**config.mk**
```make
export PLATFORM = sky130hd
export DESIGN_NAME = clk_mode_ctrl
export DESIGN_NICKNAME = d
export VERILOG_FILES = /design/src/rtl/clk_mode_ctrl.sv
export SDC_FILE = /design/constraint.sdc
export NUM_CORES = 1
export LEC_CHECK = 0
export ABC_AREA = 0
export BUFFER_PORTS_ARGS = -buffer_cell sky130_fd_sc_hd__buf_2
export CAP_MARGIN = 30
export CORE_AREA = 2 2 160 162
export CTS_CLUSTER_DIAMETER = 30
export CTS_CLUSTER_SIZE = 8
export DETAILED_ROUTE_END_ITERATION = 10
export DIE_AREA = 0 0 162 164
export MAX_ROUTING_LAYER = met4
export PLACE_DENSITY = 0.53
export SETUP_SLACK_MARGIN = 0.3
export SYNTH_ARGS = -nofsm -noshare
export SYNTH_HDL_FRONTEND = slang
export SYNTH_SLANG_ARGS = --single-unit
```
**constraint.sdc**
```tcl
create_clock -name clk -period 3.5 [get_ports clk]
set_input_delay 0.7 -clock clk [delete_from_list [all_inputs] [get_ports clk]]
set_output_delay 0.7 -clock clk [all_outputs]
set_load 0.1 [all_outputs]
```
**src/rtl/clk_mode_ctrl.sv**
```systemverilog
// Mode controller and alarm sequencer for the digital clock: button debounce,
// CLOCK/SET/ALARM mode FSM, counter increment enables and ring/snooze control.
//
// Mode FSM                          Alarm FSM
// state   | meaning                 state    | meaning
// M_CLOCK | time runs, inc ignored  A_IDLE   | waiting for a match edge while armed
// M_SET   | time frozen, edit time  A_RING   | buzzer on, ring timer counts ticks
// M_ALARM | time runs, edit alarm   A_SNOOZE | buzzer off, snooze timer counts ticks
module clk_mode_ctrl #(
  parameter int TICK_DIV   = 50000000,
  parameter int DEB_CYCLES = 500000,
  parameter int RING_SEC   = 60,
  parameter int SNOOZE_SEC = 300
) (
  input  logic       clk,
  input  logic       rst_n,
  input  logic       i_btn_mode,
  input  logic       i_btn_pos,
  input  logic       i_btn_inc,
  input  logic       i_btn_alarm,
  input  logic       i_sec_at_max,
  input  logic       i_min_at_max,
  input  logic       i_alarm_match,
  output logic [1:0] o_mode,
  output logic [1:0] o_pos,
  output logic       o_sec_inc,
  output logic       o_min_inc,
  output logic       o_hr_inc,
  output logic       o_amin_inc,
  output logic       o_ahr_inc,
  output logic       o_alarm_en,
  output logic       o_buzz_en,
  output logic       o_blink
);

  localparam int PW = (TICK_DIV > 1) ? $clog2(TICK_DIV) : 1;
  localparam int DW = $clog2(DEB_CYCLES) + 1;
  localparam int RW = $clog2(RING_SEC) + 1;
  localparam int SW = $clog2(SNOOZE_SEC) + 1;

  typedef enum logic [1:0] {
    M_CLOCK = 2'b00,
    M_SET   = 2'b01,
    M_ALARM = 2'b10
  } mode_t;

  typedef enum logic [1:0] {
    A_IDLE   = 2'b00,
    A_RING   = 2'b01,
    A_SNOOZE = 2'b10
  } alarm_t;

  mode_t         mode;
  logic [1:0]    pos;
  alarm_t        astate;
  logic          alarm_en;
  logic          match_q;
  logic [RW-1:0] ring_t;
  logic [SW-1:0] snooze_t;
  logic [PW-1:0] presc;
  logic          tick;

  // Button vector order: 3 alarm, 2 mode, 1 pos, 0 inc
  logic [3:0]    btn_raw;
  logic [3:0]    sync1;
  logic [3:0]    sync2;
  logic [3:0]    lvl;
  logic [3:0]    press;
  logic [DW-1:0] deb_cnt [4];

  assign btn_raw = {i_btn_alarm, i_btn_mode, i_btn_pos, i_btn_inc};

  always_ff @(posedge clk or negedge rst_n) begin
    if (!rst_n) begin
      sync1 <= '0;
      sync2 <= '0;
      lvl   <= '0;
      press <= '0;
      for (int i = 0; i < 4; i++) deb_cnt[i] <= '0;
    end else begin
      sync1 <= btn_raw;
      sync2 <= sync1;
      for (int i = 0; i < 4; i++) begin
        press[i] <= 1'b0;
        if (sync2[i] == lvl[i]) begin
          deb_cnt[i] <= '0;
        end else if (deb_cnt[i] == DW'(DEB_CYCLES - 1)) begin
          deb_cnt[i] <= '0;
          lvl[i]     <= sync2[i];
          press[i]   <= sync2[i];
        end else begin
          deb_cnt[i] <= deb_cnt[i] + DW'(1);
        end
      end
    end
  end

  logic ev_alarm, ev_mode, ev_pos, ev_inc;
  logic ringing, act_mode, act_pos, act_inc;

  assign ev_alarm = press[3];
  assign ev_mode  = press[2] & ~press[3];
  assign ev_pos   = press[1] & ~|press[3:2];
  assign ev_inc   = press[0] & ~|press[3:1];

  // While ringing, a non-alarm press only means "snooze" and is swallowed here
  assign ringing  = (astate == A_RING);
  assign act_mode = ev_mode & ~ringing;
  assign act_pos  = ev_pos & ~ringing;
  assign act_inc  = ev_inc & ~ringing;

  always_ff @(posedge clk or negedge rst_n) begin
    if (!rst_n) presc <= '0;
    else if (tick) presc <= '0;
    else presc <= presc + PW'(1);
  end

  assign tick = (presc == PW'(TICK_DIV - 1));

  always_ff @(posedge clk or negedge rst_n) begin
    if (!rst_n) begin
      mode <= M_CLOCK;
      pos  <= 2'd0;
    end else if (act_mode) begin
      case (mode)
        M_CLOCK: begin
          mode <= M_SET;
          pos  <= 2'd0;
        end
        M_SET: begin
          mode <= M_ALARM;
          pos  <= 2'd1;
        end
        default: mode <= M_CLOCK;
      endcase
    end else if (act_pos) begin
      case (mode)
        M_SET:   pos <= (pos == 2'd2) ? 2'd0 : pos + 2'd1;
        M_ALARM: pos <= (pos == 2'd2) ? 2'd1 : 2'd2;
        default: pos <= pos;
      endcase
    end
  end

  always_ff @(posedge clk or negedge rst_n) begin
    if (!rst_n) begin
      astate   <= A_IDLE;
      alarm_en <= 1'b0;
      match_q  <= 1'b0;
      ring_t   <= '0;
      snooze_t <= '0;
    end else begin
      match_q <= i_alarm_match;
      case (astate)
        A_IDLE: begin
          if (ev_alarm) begin
            alarm_en <= ~alarm_en;
          end else if (i_alarm_match && !match_q && alarm_en) begin
            astate <= A_RING;
            ring_t <= '0;
          end
        end
        A_RING: begin
          if (ev_alarm) begin
            astate <= A_IDLE;
          end else if (ev_mode || ev_pos || ev_inc) begin
            astate   <= A_SNOOZE;
            snooze_t <= '0;
          end else if (tick) begin
            if (ring_t == RW'(RING_SEC - 1)) astate <= A_IDLE;
            else ring_t <= ring_t + RW'(1);
          end
        end
        A_SNOOZE: begin
          if (ev_alarm) begin
            astate <= A_IDLE;
          end else if (tick) begin
            if (snooze_t == SW'(SNOOZE_SEC - 1)) begin
              astate <= A_RING;
              ring_t <= '0;
            end else begin
              snooze_t <= snooze_t + SW'(1);
            end
          end
        end
        default: astate <= A_IDLE;
      endcase
    end
  end

  logic run_time, set_mode, alarm_mode;

  assign run_time   = (mode != M_SET);
  assign set_mode   = (mode == M_SET);
  assign alarm_mode = (mode == M_ALARM);

  // SET edits one field at a time with no carry into the next field
  assign o_sec_inc  = (run_time & tick) | (set_mode & act_inc & (pos == 2'd0));
  assign o_min_inc  = (run_time & tick & i_sec_at_max) | (set_mode & act_inc & (pos == 2'd1));
  assign o_hr_inc   = (run_time & tick & i_sec_at_max & i_min_at_max)
                    | (set_mode & act_inc & (pos == 2'd2));
  assign o_amin_inc = alarm_mode & act_inc & (pos == 2'd1);
  assign o_ahr_inc  = alarm_mode & act_inc & (pos == 2'd2);

  assign o_mode     = mode;
  assign o_pos      = pos;
  assign o_alarm_en = alarm_en;
  assign o_buzz_en  = ringing;
  assign o_blink    = (mode != M_CLOCK) && (presc < PW'(TICK_DIV / 2));

endmodule

```
# Word level (Yosys, flattened, before mapping)

Index checks and enable logic that the tools add are counted.

Flip-flop bits (word level): 147
ROM bits: 0
Memories kept: 0
Memory bits (writable): 0
Bits in latches: 0

Eq/ne operators: 34
$mul: 0
$lt $le $gt $ge: 1
Bitwise logic cells: 26
Multiplexer cells: 50
Add/sub/neg operators: 8
Shift operators: 0
Divide/modulo/power cells: 0
Reductions and logical operators: 27

Operators by type and width:

| kind                                                                    | number |
|---|---|
| 20-bit two-way mux                                                      | 8 |
| 20-bit by 1-bit adder with 20-bit output (second input constant)        | 4 |
| 20-bit by 19-bit == test with 1-bit output (second input constant)      | 4 |
| 7-bit two-way mux                                                       | 9 |
| 10-bit two-way mux                                                      | 5 |
| 26-bit by 1-bit adder with 26-bit output (second input constant)        | 1 |
| 26-bit == test (second input constant)                                  | 1 |
| 26-bit by 25-bit < comparator with 1-bit output (second input constant) | 1 |
| 2-bit two-way mux                                                       | 13 |
| 26-bit two-way mux                                                      | 1 |
| 7-bit one-hot mux with 3 select lines                                   | 1 |
| 2-bit != test (second input constant)                                   | 10 |
| 10-bit one-hot mux with 2 select lines                                  | 1 |
| 1-bit AND                                                               | 16 |
| 2-bit one-hot mux with 2 select lines                                   | 3 |
| 6-bit AND reduction                                                     | 2 |
| 10-bit by 1-bit adder with 10-bit output (second input constant)        | 1 |
| 10-bit by 9-bit == test with 1-bit output (second input constant)       | 1 |
| 10-bit AND reduction                                                    | 1 |
| 2-bit AND reduction                                                     | 5 |
| 1-bit two-way mux                                                       | 8 |
| 7-bit by 1-bit adder with 7-bit output (second input constant)          | 1 |
| 7-bit by 6-bit == test with 1-bit output (second input constant)        | 1 |
| 1-bit inverter                                                          | 7 |
| 20 further kinds                                                        | 41 |

# Longest topological paths before layout

Word-level depth: 8
Mapped depth: 8
Mapped depth without buffers: 6

# Worst setup path before layout

Ideal clock, no wire load.

Kind: reg2out
From: register astate[1]
To: output o_min_inc
Arrival time: 3.800 ns
Cell stages (with the launch flop): 6
Slack: -1.000 ns
Buffers on the path: 0
Required time: 2.800 ns
Cells stage by stage: dfrtp_1 nand2b_1 inv_1 nor2_1 nand3_1 o32ai_1

Longest elaborated chain between the ends: 6

RTL lines:

| item                                     | RTL line | RTL |
|---|---|---|
| start: declaration                       | 55       | `alarm_t astate;` |
| start signal: assignment                 | 147      | `astate <= A_IDLE;` |
| start signal: assignment                 | 159      | `astate <= A_RING;` |
| start signal: assignment                 | 165      | `astate <= A_IDLE;` |
| 2-bit by 1-bit == test with 1-bit output | 107      | `assign ringing = (astate == A_RING);` |
| via o_buzz_en                            | 32       | `output logic o_buzz_en,` |
| 1-bit inverter                           | 110      | `assign act_inc = ev_inc & ~ringing;` |
| 1-bit AND                                | 110      |  |
| 1-bit AND (2 in a row)                   | 199      | `assign o_min_inc = (run_time & tick & i_sec_at_max) \| (set_mode & act_inc & (pos == 2'd1));` |
| 1-bit bitwise OR                         | 199      |  |
| end: declaration                         | 27       | `output logic o_min_inc,` |

The timed path passes the listed nets, and every way through them passes these cells.

# Worst setup path in the final report

From: register astate[1]
To: output o_min_inc

Longest elaborated chain between the ends: 6

RTL lines:

| item                                     | RTL line |
|---|---|
| 2-bit by 1-bit == test with 1-bit output | 107 |
| 1-bit inverter                           | 110 |
| 1-bit AND                                | 110 |
| 1-bit AND (2 in a row)                   | 199 |
| 1-bit bitwise OR                         | 199 |

Every way passes these cells.

==> impl_metrics.tcl <==
set metrics [dict create \
    crit_required_ps 2800 \
    tightest_slew_ps 834 \
    routed_via_density 4.61 \
    final_cell_area_mm2 0.00832 \
    switchingPower_mw 0.856 \
    pwr-share-seq 0.469 \
    multi_input_area_mm2 0.00338 \
    hold_violations 0 \
    slowest_stage "dfrtp_1" \
    diodes 0 \
    avgSynthCellArea_um2 9.83 \
    synth_edf_count 0 \
    max_freq_mhz 334 \
    path_class "register to output pin" \
    rows 58 \
    grt_max_degree 75 \
    initial_utilization 0.287 \
    synth.yosys.warnings 0 \
    sw_frac_of_total 0.232 \
    cts_tree "built" \
    clk_pin_slew_ps 60 \
    antenna_found_initial 0 \
    track_usage 0.113 \
    fin_crit_sh 0.855 \
    path_buf_inv 2 \
    synth_area_leaders "dfrtp_1 52%, nor2_1 6.9%, xor2_1 6.5%, xnor2_1 5.9%, nand2_1 3.0%" \
    cts.sinks 147 \
    die_area_mm2 0.0266 \
    synth_cell_types 53 \
    routed_wl_um 13900 \
    finalWorstPathRequiredPeriod_ps 2990 \
    synth-seq-area-share 0.517 \
    netlist_area_mm2 0.00712 \
    crit_path_end_kind "output pin" \
    layout.nets 767 \
    intPower_mw 2.83 \
    startpoint_type "register" \
    finClkSkew_ps 11.1 \
    grt_overflow_total 0 \
    hold_buffers 0 \
    die_w_um 162 \
    grt_pass1_wl_um 23700 \
    final_antenna_net_count 0 \
    yosysTopAreaCellShare 0.517 \
    clockPowerShare 0.509 \
    avgRoutedWirePerCell_um 12.7 \
    drt_pass1_iterations 5 \
    syn_nets 740 \
    ioPinCount 21 \
    clockBufferDepth 2 \
    rsz0062_at_grt "yes" \
    cp_cell_sequence "nand2b_1 > inv_1 > nor2_1 > nand3_1 > o32ai_2 > buf_4" \
    combinationalPowerShare 0.022 \
    place_congestion 0.750 \
    drive_above_1_share 0.114 \
    ys_seq_elements 147 \
    ir_drop_v 0.000272 \
    synthTopCellsByCount "147 x dfrtp_1, 131 x nor2_1, 57 x nand2_1, 53 x xor2_1, 48 x xnor2_1" \
    fin_util 0.335 \
    cpPeakStageDelay_ps 420 \
    maxCapViolCount 0 \
    drt_iter0_markers 261 \
    hold_class "input port to async pin" \
    h-tree-depth 4 \
    port_buffers 20 \
    power_mw 3.69 \
    cp_max_fo 7 \
    clk_latency_ps 420 \
    slew_headroom 0.440 \
    grt_pass1_vias 4761 \
    yosys.cell_count.top_type "dfrtp_1" \
    n_fill_cell 2535 \
    place_area_mm2 0.00769 \
    p_leak_nw 3.53 \
    powerDensity_mw_per_mm2 443 \
    yosysTopAreaCell "dfrtp_1" \
    ys_async_sr_fraction 1.00 \
    setup_viol 0 \
    dr_total_vias 5038 \
    core-area_mm2 0.0248 \
    cts-root-buf "clkbuf_16" \
    synth_ff_type "dfrtp_1" \
    final-max-slew-violation-count 0 \
    hpwlAfterDp_um 9490 \
    regArea_mm2 0.00368 \
    cts_inserted_buffers 17 \
    cp_top_family "simple AND/OR/NAND/NOR gates" \
    dieHeight_um 164 \
    status "complete, no violations" \
    syn_to_final_growth_pct 16.8 \
    syn_inst 724 \
    arrival_ps 2290 \
    drc 0 \
]
==> state kept, by name, summed over array words and instances, names as in the netlist, 2 cells and up <==
register  count
astate        2
sync2         4
o_pos         2
deb_cnt      80
o_mode        2
sync1         4
ring_t        7
lvl           4
snooze_t     10
press         4
presc        26
==> final timing paths <==
check	start	end	slack, ps	cells after the start
setup / recovery	astate[1]$_DFFE_PN0P_	o_min_inc	510	6
hold / removal	rst_n	ring_t[5]$_DFFE_PN0P_	320	1
setup reg to reg	deb_cnt[20]$_DFF_PN0_	deb_cnt[29]$_DFF_PN0_	950	6
hold reg to reg	sync1[3]$_DFF_PN0_	sync2[3]$_DFF_PN0_	350	0
max in group asynchronous	rst_n	deb_cnt[66]$_DFF_PN0_	2350	2
min in group clk	sync1[3]$_DFF_PN0_	sync2[3]$_DFF_PN0_	350	0
==> routing by layer <==
metal / global-route usage / part of all wire
met5: - / 0
met4: 0.0278 / 0.0060
met3: 0.0268 / 0.028
met2: 0.168 / 0.44
met1: 0.158 / 0.52
==> kinds of logic after synthesis <==
logic type	after synthesis	share of synthesized area
adders and majority gates	7	0.0123
buffers and inverters	31	0.0169
muxes	7	0.0107
and+or+nand+nor	372	0.264
AOI/OAI and AO/OA	59	0.0554
DFF	147	0.517
xor gates and xnor gates	101	0.124
==> power groups by stage <==
stage	Clock, mW	Sequential [mW]	Combinational (mW)
finish	1.88	1.73	0.0801
global route	2.02	1.73	0.0963
detailed placement	0	1.76	0.0854
global placement	0	1.76	0.0853
floorplan	0	1.76	0.0335
CTS	1.94	1.73	0.0854
==> worst register-to-register path: stages, from the launching register on <==
cell and delay, ps:
dfrtp_1 400, ha_1 250, nand4_1 260, or4_1 460, or3_1 380, nand2_1 530
nor2_1 130
==> stage by stage <==
stage                     TNS [ps]  instances  setup slack [ps]  hold slack (ps)
after floorplan               -101        724             -95.2              331
after global placement           0       1062               684              334
after detailed placement         0       1062               656              336
after CTS                        0       1094               336              345
after global routing             0       1094               267              360
final                            0       1094               508              320
==> layout by cell type, fill, tap and decap left out, drive strengths merged, types with 7 or more instances in the layout <==
cell type	Yosys	final
a21oi	14	14
nor3b	7	7
nor4	14	14
clkbuf	13	20
a211oi	7	7
nor3	17	17
nand3	40	40
nand2	57	57
buf	3	22
xnor2	48	48
o21ai	12	12
ha	7	7
or3	11	11
nor2	131	131
dfrtp	147	147
and3	16	16
xor2	53	53
inv	15	23
nand4	30	30
==> layout make-up <==
type,instances,area share
clock buffer,18,0.0528
clock inverter,14,0.0199
inverter,15,0.00677
multi-input combinational,546,0.406
sequential,147,0.442
tap,330,0.0496
timing repair buffer,24,0.0227
==> what timing repair did <==
item / CTS / global route
cloned: 0 / 0
endpoints found under the setup margin: 2 / 6
resized for setup: 2 / 4
setup buffers: 0 / 0
pin swaps: 0 / 0
(Power assumes the default switching activity.)
